[config.mk]
export PLATFORM = sky130hd
export DESIGN_NAME = gptim_ch
export DESIGN_NICKNAME = d
export VERILOG_FILES = /design/src/rtl/gptim_pkg.sv /design/src/rtl/gptim_prescaler.sv /design/src/rtl/gptim_ch.sv
export SDC_FILE = /design/constraint.sdc
export NUM_CORES = 1
export LEC_CHECK = 0
export CAP_MARGIN = 25
export CORE_ASPECT_RATIO = 1.2
export CORE_MARGIN = 10
export CORE_UTILIZATION = 40
export CTS_CLUSTER_DIAMETER = 50
export DETAILED_ROUTE_END_ITERATION = 7
export GPL_TIMING_DRIVEN = 0
export SLEW_MARGIN = 40
export SYNTH_ARGS = -nofsm -noshare
export SYNTH_HDL_FRONTEND = slang
export SYNTH_SLANG_ARGS = --single-unit
export TNS_END_PERCENT = 100
[constraint.sdc]
create_clock -name ch_clk -period 4.4 [get_ports ch_clk]
set_clock_uncertainty 0.05 [all_clocks]
set_input_delay 0.88 -clock ch_clk [delete_from_list [all_inputs] [get_ports ch_clk]]
set_output_delay 0.88 -clock ch_clk [all_outputs]
set_load 0.01 [all_outputs]
[src/rtl/gptim_pkg.sv]
// -----------------------------------------------------------------------------
// gptim_pkg
//   Shared definitions for the general-purpose timer channel.
//
//   Contents:
//     - GPTIM_CNT_W_DEF / GPTIM_PSC_W_DEF : default counter and prescaler widths
//     - gptim_mode_e                      : counting mode encoding
//     - gptim_decode_mode()               : maps the raw 2-bit mode field onto
//                                           gptim_mode_e (the unused code 2'b11
//                                           behaves as up-counting)
// -----------------------------------------------------------------------------
package gptim_pkg;

    localparam int GPTIM_CNT_W_DEF = 16;
    localparam int GPTIM_PSC_W_DEF = 16;

    typedef enum logic [1:0] {
        GPTIM_MODE_UP     = 2'b00,
        GPTIM_MODE_DOWN   = 2'b01,
        GPTIM_MODE_CENTER = 2'b10
    } gptim_mode_e;

    function automatic gptim_mode_e gptim_decode_mode(input logic [1:0] raw);
        case (raw)
            2'b01:   return GPTIM_MODE_DOWN;
            2'b10:   return GPTIM_MODE_CENTER;
            default: return GPTIM_MODE_UP;
        endcase
    endfunction

endpackage

[src/rtl/gptim_prescaler.sv]
// -----------------------------------------------------------------------------
// gptim_prescaler
//   Divides the channel clock by psc_sh while the channel runs. A divisor of 0
//   behaves as 1 (tick every cycle).
//
//   Ports:
//     ch_clk  in   channel clock
//     ch_rst  in   synchronous, active-high reset
//     psc_sh  in   shadowed prescaler divisor
//     run     in   channel running; pcnt is held at 0 while low
//     clear   in   restart the prescaler period (stop / force update)
//     tick    out  combinational: running and pcnt at the last step of the period
// -----------------------------------------------------------------------------
module gptim_prescaler
    import gptim_pkg::*;
#(
    parameter int PSC_W = GPTIM_PSC_W_DEF
) (
    input  logic             ch_clk,
    input  logic             ch_rst,
    input  logic [PSC_W-1:0] psc_sh,
    input  logic             run,
    input  logic             clear,
    output logic             tick
);

    logic [PSC_W-1:0] pcnt;
    logic [PSC_W-1:0] psc_last;

    // Last prescaler step; divisor 0 collapses to the same value as divisor 1.
    assign psc_last = (psc_sh == '0) ? '0 : psc_sh - PSC_W'(1);
    assign tick     = run && (pcnt == psc_last);

    // NOTE: state registers use non-blocking assignments so every flop samples
    // the pre-edge value of its neighbours regardless of block ordering.
    // NOTE: the reset branch is synchronous: ch_rst is only looked at on the
    // rising clock edge, so it is not in the sensitivity list.
    always_ff @(posedge ch_clk) begin
        if (ch_rst) begin
            pcnt <= '0;
        end else if (clear || !run || pcnt >= psc_last) begin
            // >= also recovers cleanly if psc_sh shrinks below the live count.
            pcnt <= '0;
        end else begin
            pcnt <= pcnt + PSC_W'(1);
        end
    end

endmodule

[src/rtl/gptim_ch.sv]
// -----------------------------------------------------------------------------
// gptim_ch
//   General-purpose timer channel: prescaled up / down / center-aligned counter
//   with shadowed configuration, continuous or one-pulse operation and an
//   optional compare/PWM stage.
//
//   Build option:
//     GPTIM_CH_CMP_EN  defined   : ccr shadow, compare pulse and PWM output
//                      undefined : int_status_ch_cmp and ch_pwm_out tied to 0,
//                                  r_ccr ignored
//
//   Ports:
//     ch_clk, ch_rst        clock, synchronous active-high reset
//     ch_tim_enable         run request; rising edge starts, low stops
//     ch_auto_reload        1 continuous, 0 one-pulse
//     ch_force_update       reload shadows and restart the period
//     r_mode/r_psc/r_arr    mode, prescaler, auto-reload (shadowed)
//     r_startcnt            low bound of the count (used live)
//     r_ccr                 compare value (shadowed, compare build only)
//     ch_cnt, ch_dir        registered count and direction (1 = counting down)
//     ch_running            counter active
//     int_status_ch_reload  one-cycle update pulse, aligned with the reloaded count
//     int_status_ch_cmp     one-cycle compare pulse
//     ch_pwm_out            running && (cnt < ccr), registered
// -----------------------------------------------------------------------------
module gptim_ch
    import gptim_pkg::*;
#(
    parameter int CNT_W = GPTIM_CNT_W_DEF,
    parameter int PSC_W = GPTIM_PSC_W_DEF
) (
    input  logic             ch_clk,
    input  logic             ch_rst,
    input  logic             ch_tim_enable,
    input  logic             ch_auto_reload,
    input  logic             ch_force_update,
    input  logic [1:0]       r_mode,
    input  logic [PSC_W-1:0] r_psc,
    input  logic [CNT_W-1:0] r_arr,
    input  logic [CNT_W-1:0] r_startcnt,
    input  logic [CNT_W-1:0] r_ccr,
    output logic [CNT_W-1:0] ch_cnt,
    output logic             ch_dir,
    output logic             ch_running,
    output logic             int_status_ch_reload,
    output logic             int_status_ch_cmp,
    output logic             ch_pwm_out
);

    // Value the count starts a period from. Down mode starts at the top of the
    // range, except for a degenerate range where the count is pinned to start.
    function automatic logic [CNT_W-1:0] init_cnt(
        input gptim_mode_e      mode,
        input logic [CNT_W-1:0] arr,
        input logic [CNT_W-1:0] start
    );
        return (mode == GPTIM_MODE_DOWN && start < arr) ? arr : start;
    endfunction

    // Registered state
    logic             running_q;
    logic             dir_q;
    logic             en_q;
    logic             reload_q;
    logic [CNT_W-1:0] cnt_q;
    gptim_mode_e      mode_sh;
    logic [PSC_W-1:0] psc_sh;
    logic [CNT_W-1:0] arr_sh;

    // Next-state and control
    logic             tick;
    logic             start_edge;
    logic             stop_req;
    logic             load_sh;
    logic             update_evt;
    logic             tick_eff;
    logic             running_d;
    logic             dir_d;
    logic [CNT_W-1:0] cnt_d;
    gptim_mode_e      new_mode;
    logic [CNT_W-1:0] new_init;

    gptim_prescaler #(
        .PSC_W (PSC_W)
    ) u_prescaler (
        .ch_clk (ch_clk),
        .ch_rst (ch_rst),
        .psc_sh (psc_sh),
        .run    (running_q),
        .clear  (!ch_tim_enable || ch_force_update),
        .tick   (tick)
    );

    assign start_edge = ch_tim_enable && !en_q;
    assign stop_req   = running_q && !ch_tim_enable;

    // Every reload point takes its values from r_*, so the starting count of
    // the next period is derived from the values about to enter the shadows.
    assign new_mode   = gptim_decode_mode(r_mode);
    assign new_init   = init_cnt(new_mode, r_arr, r_startcnt);

    always_comb begin
        // NOTE: every variable gets a default before any branch so the block
        // stays purely combinational and no latch is inferred.
        running_d  = running_q;
        dir_d      = dir_q;
        cnt_d      = cnt_q;
        load_sh    = 1'b0;
        update_evt = 1'b0;
        tick_eff   = 1'b0;

        if (start_edge) begin
            // A coincident force update adds nothing: start already reloads.
            running_d = 1'b1;
            load_sh   = 1'b1;
            cnt_d     = new_init;
            dir_d     = (new_mode == GPTIM_MODE_DOWN);
        end else if (stop_req) begin
            running_d = 1'b0;
            cnt_d     = new_init;
            dir_d     = 1'b0;
        end else if (ch_force_update) begin
            load_sh = 1'b1;
            if (running_q) begin
                cnt_d = new_init;
                dir_d = (new_mode == GPTIM_MODE_DOWN);
            end
        end else if (tick) begin
            tick_eff = 1'b1;
            if (r_startcnt >= arr_sh) begin
                update_evt = 1'b1;
            end else begin
                case (mode_sh)
                    GPTIM_MODE_DOWN: begin
                        if (cnt_q == r_startcnt) update_evt = 1'b1;
                        else                     cnt_d = cnt_q - CNT_W'(1);
                    end
                    GPTIM_MODE_CENTER: begin
                        if (!dir_q) begin
                            if (cnt_q != arr_sh) begin
                                cnt_d = cnt_q + CNT_W'(1);
                            end else if (arr_sh - CNT_W'(1) == r_startcnt) begin
                                // One-step range: the turn-around lands on the
                                // bottom, which is where updates live.
                                update_evt = 1'b1;
                            end else begin
                                dir_d = 1'b1;
                                cnt_d = arr_sh - CNT_W'(1);
                            end
                        end else begin
                            if (cnt_q == r_startcnt + CNT_W'(1)) update_evt = 1'b1;
                            else                                 cnt_d = cnt_q - CNT_W'(1);
                        end
                    end
                    default: begin
                        if (cnt_q == arr_sh) update_evt = 1'b1;
                        else                 cnt_d = cnt_q + CNT_W'(1);
                    end
                endcase
            end

            if (update_evt) begin
                load_sh = 1'b1;
                cnt_d   = new_init;
                if (ch_auto_reload) begin
                    dir_d = (new_mode == GPTIM_MODE_DOWN);
                end else begin
                    running_d = 1'b0;
                    dir_d     = 1'b0;
                end
            end
        end
    end

    always_ff @(posedge ch_clk) begin
        if (ch_rst) begin
            running_q <= 1'b0;
            dir_q     <= 1'b0;
            en_q      <= 1'b0;
            reload_q  <= 1'b0;
            cnt_q     <= '0;
            mode_sh   <= GPTIM_MODE_UP;
            psc_sh    <= '0;
            arr_sh    <= '0;
        end else begin
            running_q <= running_d;
            dir_q     <= dir_d;
            en_q      <= ch_tim_enable;
            reload_q  <= update_evt;
            cnt_q     <= cnt_d;
            if (load_sh) begin
                mode_sh <= new_mode;
                psc_sh  <= r_psc;
                arr_sh  <= r_arr;
            end
        end
    end

    assign ch_cnt               = cnt_q;
    assign ch_dir               = dir_q;
    assign ch_running           = running_q;
    assign int_status_ch_reload = reload_q;

`ifdef GPTIM_CH_CMP_EN
    logic [CNT_W-1:0] ccr_sh;
    logic [CNT_W-1:0] ccr_d;
    logic             cmp_q;
    logic             pwm_q;

    // Compare against the ccr that will be live alongside the new count.
    assign ccr_d = load_sh ? r_ccr : ccr_sh;

    always_ff @(posedge ch_clk) begin
        if (ch_rst) begin
            ccr_sh <= '0;
            cmp_q  <= 1'b0;
            pwm_q  <= 1'b0;
        end else begin
            ccr_sh <= ccr_d;
            cmp_q  <= tick_eff && (cnt_d == ccr_d);
            pwm_q  <= running_d && (cnt_d < ccr_d);
        end
    end

    assign int_status_ch_cmp = cmp_q;
    assign ch_pwm_out        = pwm_q;
`else
    logic unused_cmp;
    assign unused_cmp        = ^{r_ccr, tick_eff};
    assign int_status_ch_cmp = 1'b0;
    assign ch_pwm_out        = 1'b0;
`endif

endmodule

==> results.md <==
- Status: complete, no violations
- Gate power share: 0.434
- Asr flop ratio synth: 0
- Arr. time, crit path: 4430 ps
- Post-place instance area: 8850 µm²
- Fin area: 9420 µm²
- Place WS: -877 ps
- DR vias: 8042
- Area delta synth->final: 20.9%
- Slew HR: 0.446
- GRT Total Usage: 0.217
- Yosys top cell area share: 0.180
- Internal: 1.70 mW
- Syn Area/Cell: 7.63 µm²
- TNS Setup: 0 ps
- Area contributors post-synth: dfxtp_1, ha_1, xnor2_1
- Fin crit share: 0.968
- Vias/cell: 5.83
- Routed wire length: 28400 µm
- Crit path launch type: primary input
- Slew Viols, Final: 0
- Clock group share of total power: 0.306
- Dominant cell type by area after synthesis: dfxtp_1
- Die area: 25500 µm²
- Slowest CP cell: clkdlybuf4s50_1
- Register area: 1400 µm²
- Core area: 19000 µm²
- Initial drt markers: 558
- Clock Path Buffers: 2
- Post-Synthesis Cells: 1020
- CTS buffer count: 9
- Setup crit end kind: flip-flop
- Synth warn: 0
- Crit path cell chain: clkdlybuf4s50_1 -> ha_1 -> a21o_1 -> a21o_1 -> a21oi_1 -> nor2_1 -> a2111oi_0 -> o31a_2 -> clkbuf_2 -> mux2i_1 -> o2bb2ai_1 -> nor3_1
- Worst Tran Pin Value: 830 ps
- Most frequent cells in the layout: nor2_1, nand2_1, clkdlybuf4s50_1, dfxtp_1, xnor2_1
- CTS clk-pin slew, worst paths: 70 ps
- Sw Ratio: 0.393
- Ports: 92
- Most used cell, CP: a21o_1
- CP max stage delay: 720 ps
- Clock sinks: 70
- Die Height: 173 µm
- Synth Register Bits: 70
- Post-synth EDFFs: 0
- Vias in the first global route: 7864
- Final worst setup slack: 141 ps
- Synthesized area: 7790 µm²
- Final net count: 1245
- HP Class: reg2reg
- H-tree depth: 3
- Pleak: 3.85 nW
- First-pass GRT wire length: 44200 µm
- Num rows: 55
- Clock Latency Late Sink: 360 ps
- Ant. Diodes: 0
- Sequential Power Share: 0.260
- Die width: 147 µm
- Min Tclk post-route: 4260 ps
- Initial antenna violation count: 0
- Setup violators final: 0
- Most common cell after layout, fill and taps aside: nor2_1
- Drt pass-1 iters: 5
- Hold slack: 403 ps
- Max-cap violation count: 0
- CP max FO: 10
- DP HPWL: 22000 µm
- Total grt overflow: 0
- Worst vdd ir: 0.179 mV
- Post-DRT Antenna Nets: 0
- P per Cell Area: 297 nW/µm²
- Sequential area share after synthesis: 0.180
- Hold Fails Final Rpt: 0
- Gpl congestion: 0.995
- Most used DFF post-synth: dfxtp_1
- Largest net degree at the start of global routing: 15
- # DRC: 0
- Share of layout cells above drive strength 1: 0.108
- Fill count: 1964
- RSZ-0062 raised after global routing: no
- Initial Utilization: 0.410
- Psw: 1.10 mW
- Root buffer cell: clkbuf_16
- Power after layout: 2.80 mW
- Port Buffers: 72
- Hold-fix buffers, CTS: 0
- CTS tree: built
- Unique masters post-synth: 85
- F_max: 235 MHz
- Crit path kind: in2reg
- Multi-input gate area: 5870 µm²
- CP required: 4570 ps
- Drt wl/cell: 20.6 µm
state kept, by name, summed over array words and instances, names as in the netlist:
signal / count
arr_sh: 16
ch_cnt: 16
psc_sh: 16
u_prescaler.pcnt: 16
mode_sh: 2
ch_dir: 1
ch_running: 1
en_q: 1
int_status_ch_reload: 1
power by group through the flow:
stage | clock network (mW) | registers (mW) | logic (mW)
final | 0.858 | 0.728 | 1.22
after global routing | 0.891 | 0.734 | 1.32
after CTS | 0.864 | 0.726 | 1.17
after detailed placement | 0 | 0.739 | 1.15
after global placement | 0 | 0.738 | 1.15
after floorplan | 0 | 0.734 | 0.797
metal layers:
| layer | share of wire | vias to the layer above | global-route usage |
|---|---|---|---|
| met4 | 0.061 | 0 | 0.132 |
| met2 | 0.48 | 321 | 0.372 |
| met3 | 0.054 | 80 | 0.0274 |
| li1 | - | 3852 | - |
| met1 | 0.41 | 3789 | 0.251 |
| met5 | 0 | - | 0 |
cell usage after synthesis, types with 5 or more instances:
library cell,instances
ha_1,55
a2111oi_0,5
nor3_1,30
clkbuf_1,45
mux2i_1,52
a211oi_1,8
inv_1,50
nand3_1,23
buf_4,5
nor2b_1,13
o21a_1,19
or3_1,10
xor2_1,49
o21ai_0,27
dfxtp_1,70
nor4_1,20
nand3b_1,5
a21o_1,12
nor2_1,111
a31oi_1,8
buf_2,18
o221ai_1,7
a221oi_1,10
nand4_1,25
and3_1,12
a21oi_1,51
xnor2_1,63
nand2_1,84
buf_1,7
buf_6,5
nor3b_1,6
nand2b_1,9
worst max-delay path, delay by kind of cell:
family                     cells  cell delay (ps)
buffers and inverters          2             1140
AOI/OAI and AO/OA              6             1430
muxes                          1              530
and+or+nand+nor                2              110
adders and majority gates      1              330
final cells by class:
cell class	count	share of cell area
timing repair buffer	89	0.0906
tap	256	0.0340
sequential	70	0.149
clock inverter	7	0.0112
clock buffer	9	0.0239
multi-input combinational	818	0.623
inverter	50	0.0199
buffer	81	0.0486
final timing paths:
kind             startpoint         end  slack, ps  cells past startpoint
min                    en_q  ch_running        400                      1
max reg2reg       psc_sh[0]   psc_sh[3]        270                     20
min reg2reg            en_q  ch_running        400                      1
max          r_startcnt[10]  ch_cnt[10]        140                     12
kinds of logic after synthesis:
family	Yosys count	share of synthesized area
buffers and inverters	133	0.0805
multiplexers	55	0.0726
flip-flops	70	0.180
XOR/XNOR	113	0.129
other	1	0.000482
adder cells (fa/ha/maj)	55	0.0884
AO/OA/AOI/OAI	210	0.196
AND/OR/NAND/NOR	383	0.254
through the flow:
step,utilization,std cells
detailed placement,0.466,1350
global placement,0.465,1349
floorplan,-,1021
global route,0.496,1380
CTS,0.488,1370
finish,0.496,1380
repair_timing:
action                                  4_1_cts  5_1_grt
endpoints found under the setup margin       62       59
pin swaps                                     2        9
setup buffers                                 5       11
gates resized for setup                      15       24
Power figures use the tool's default switching activity.
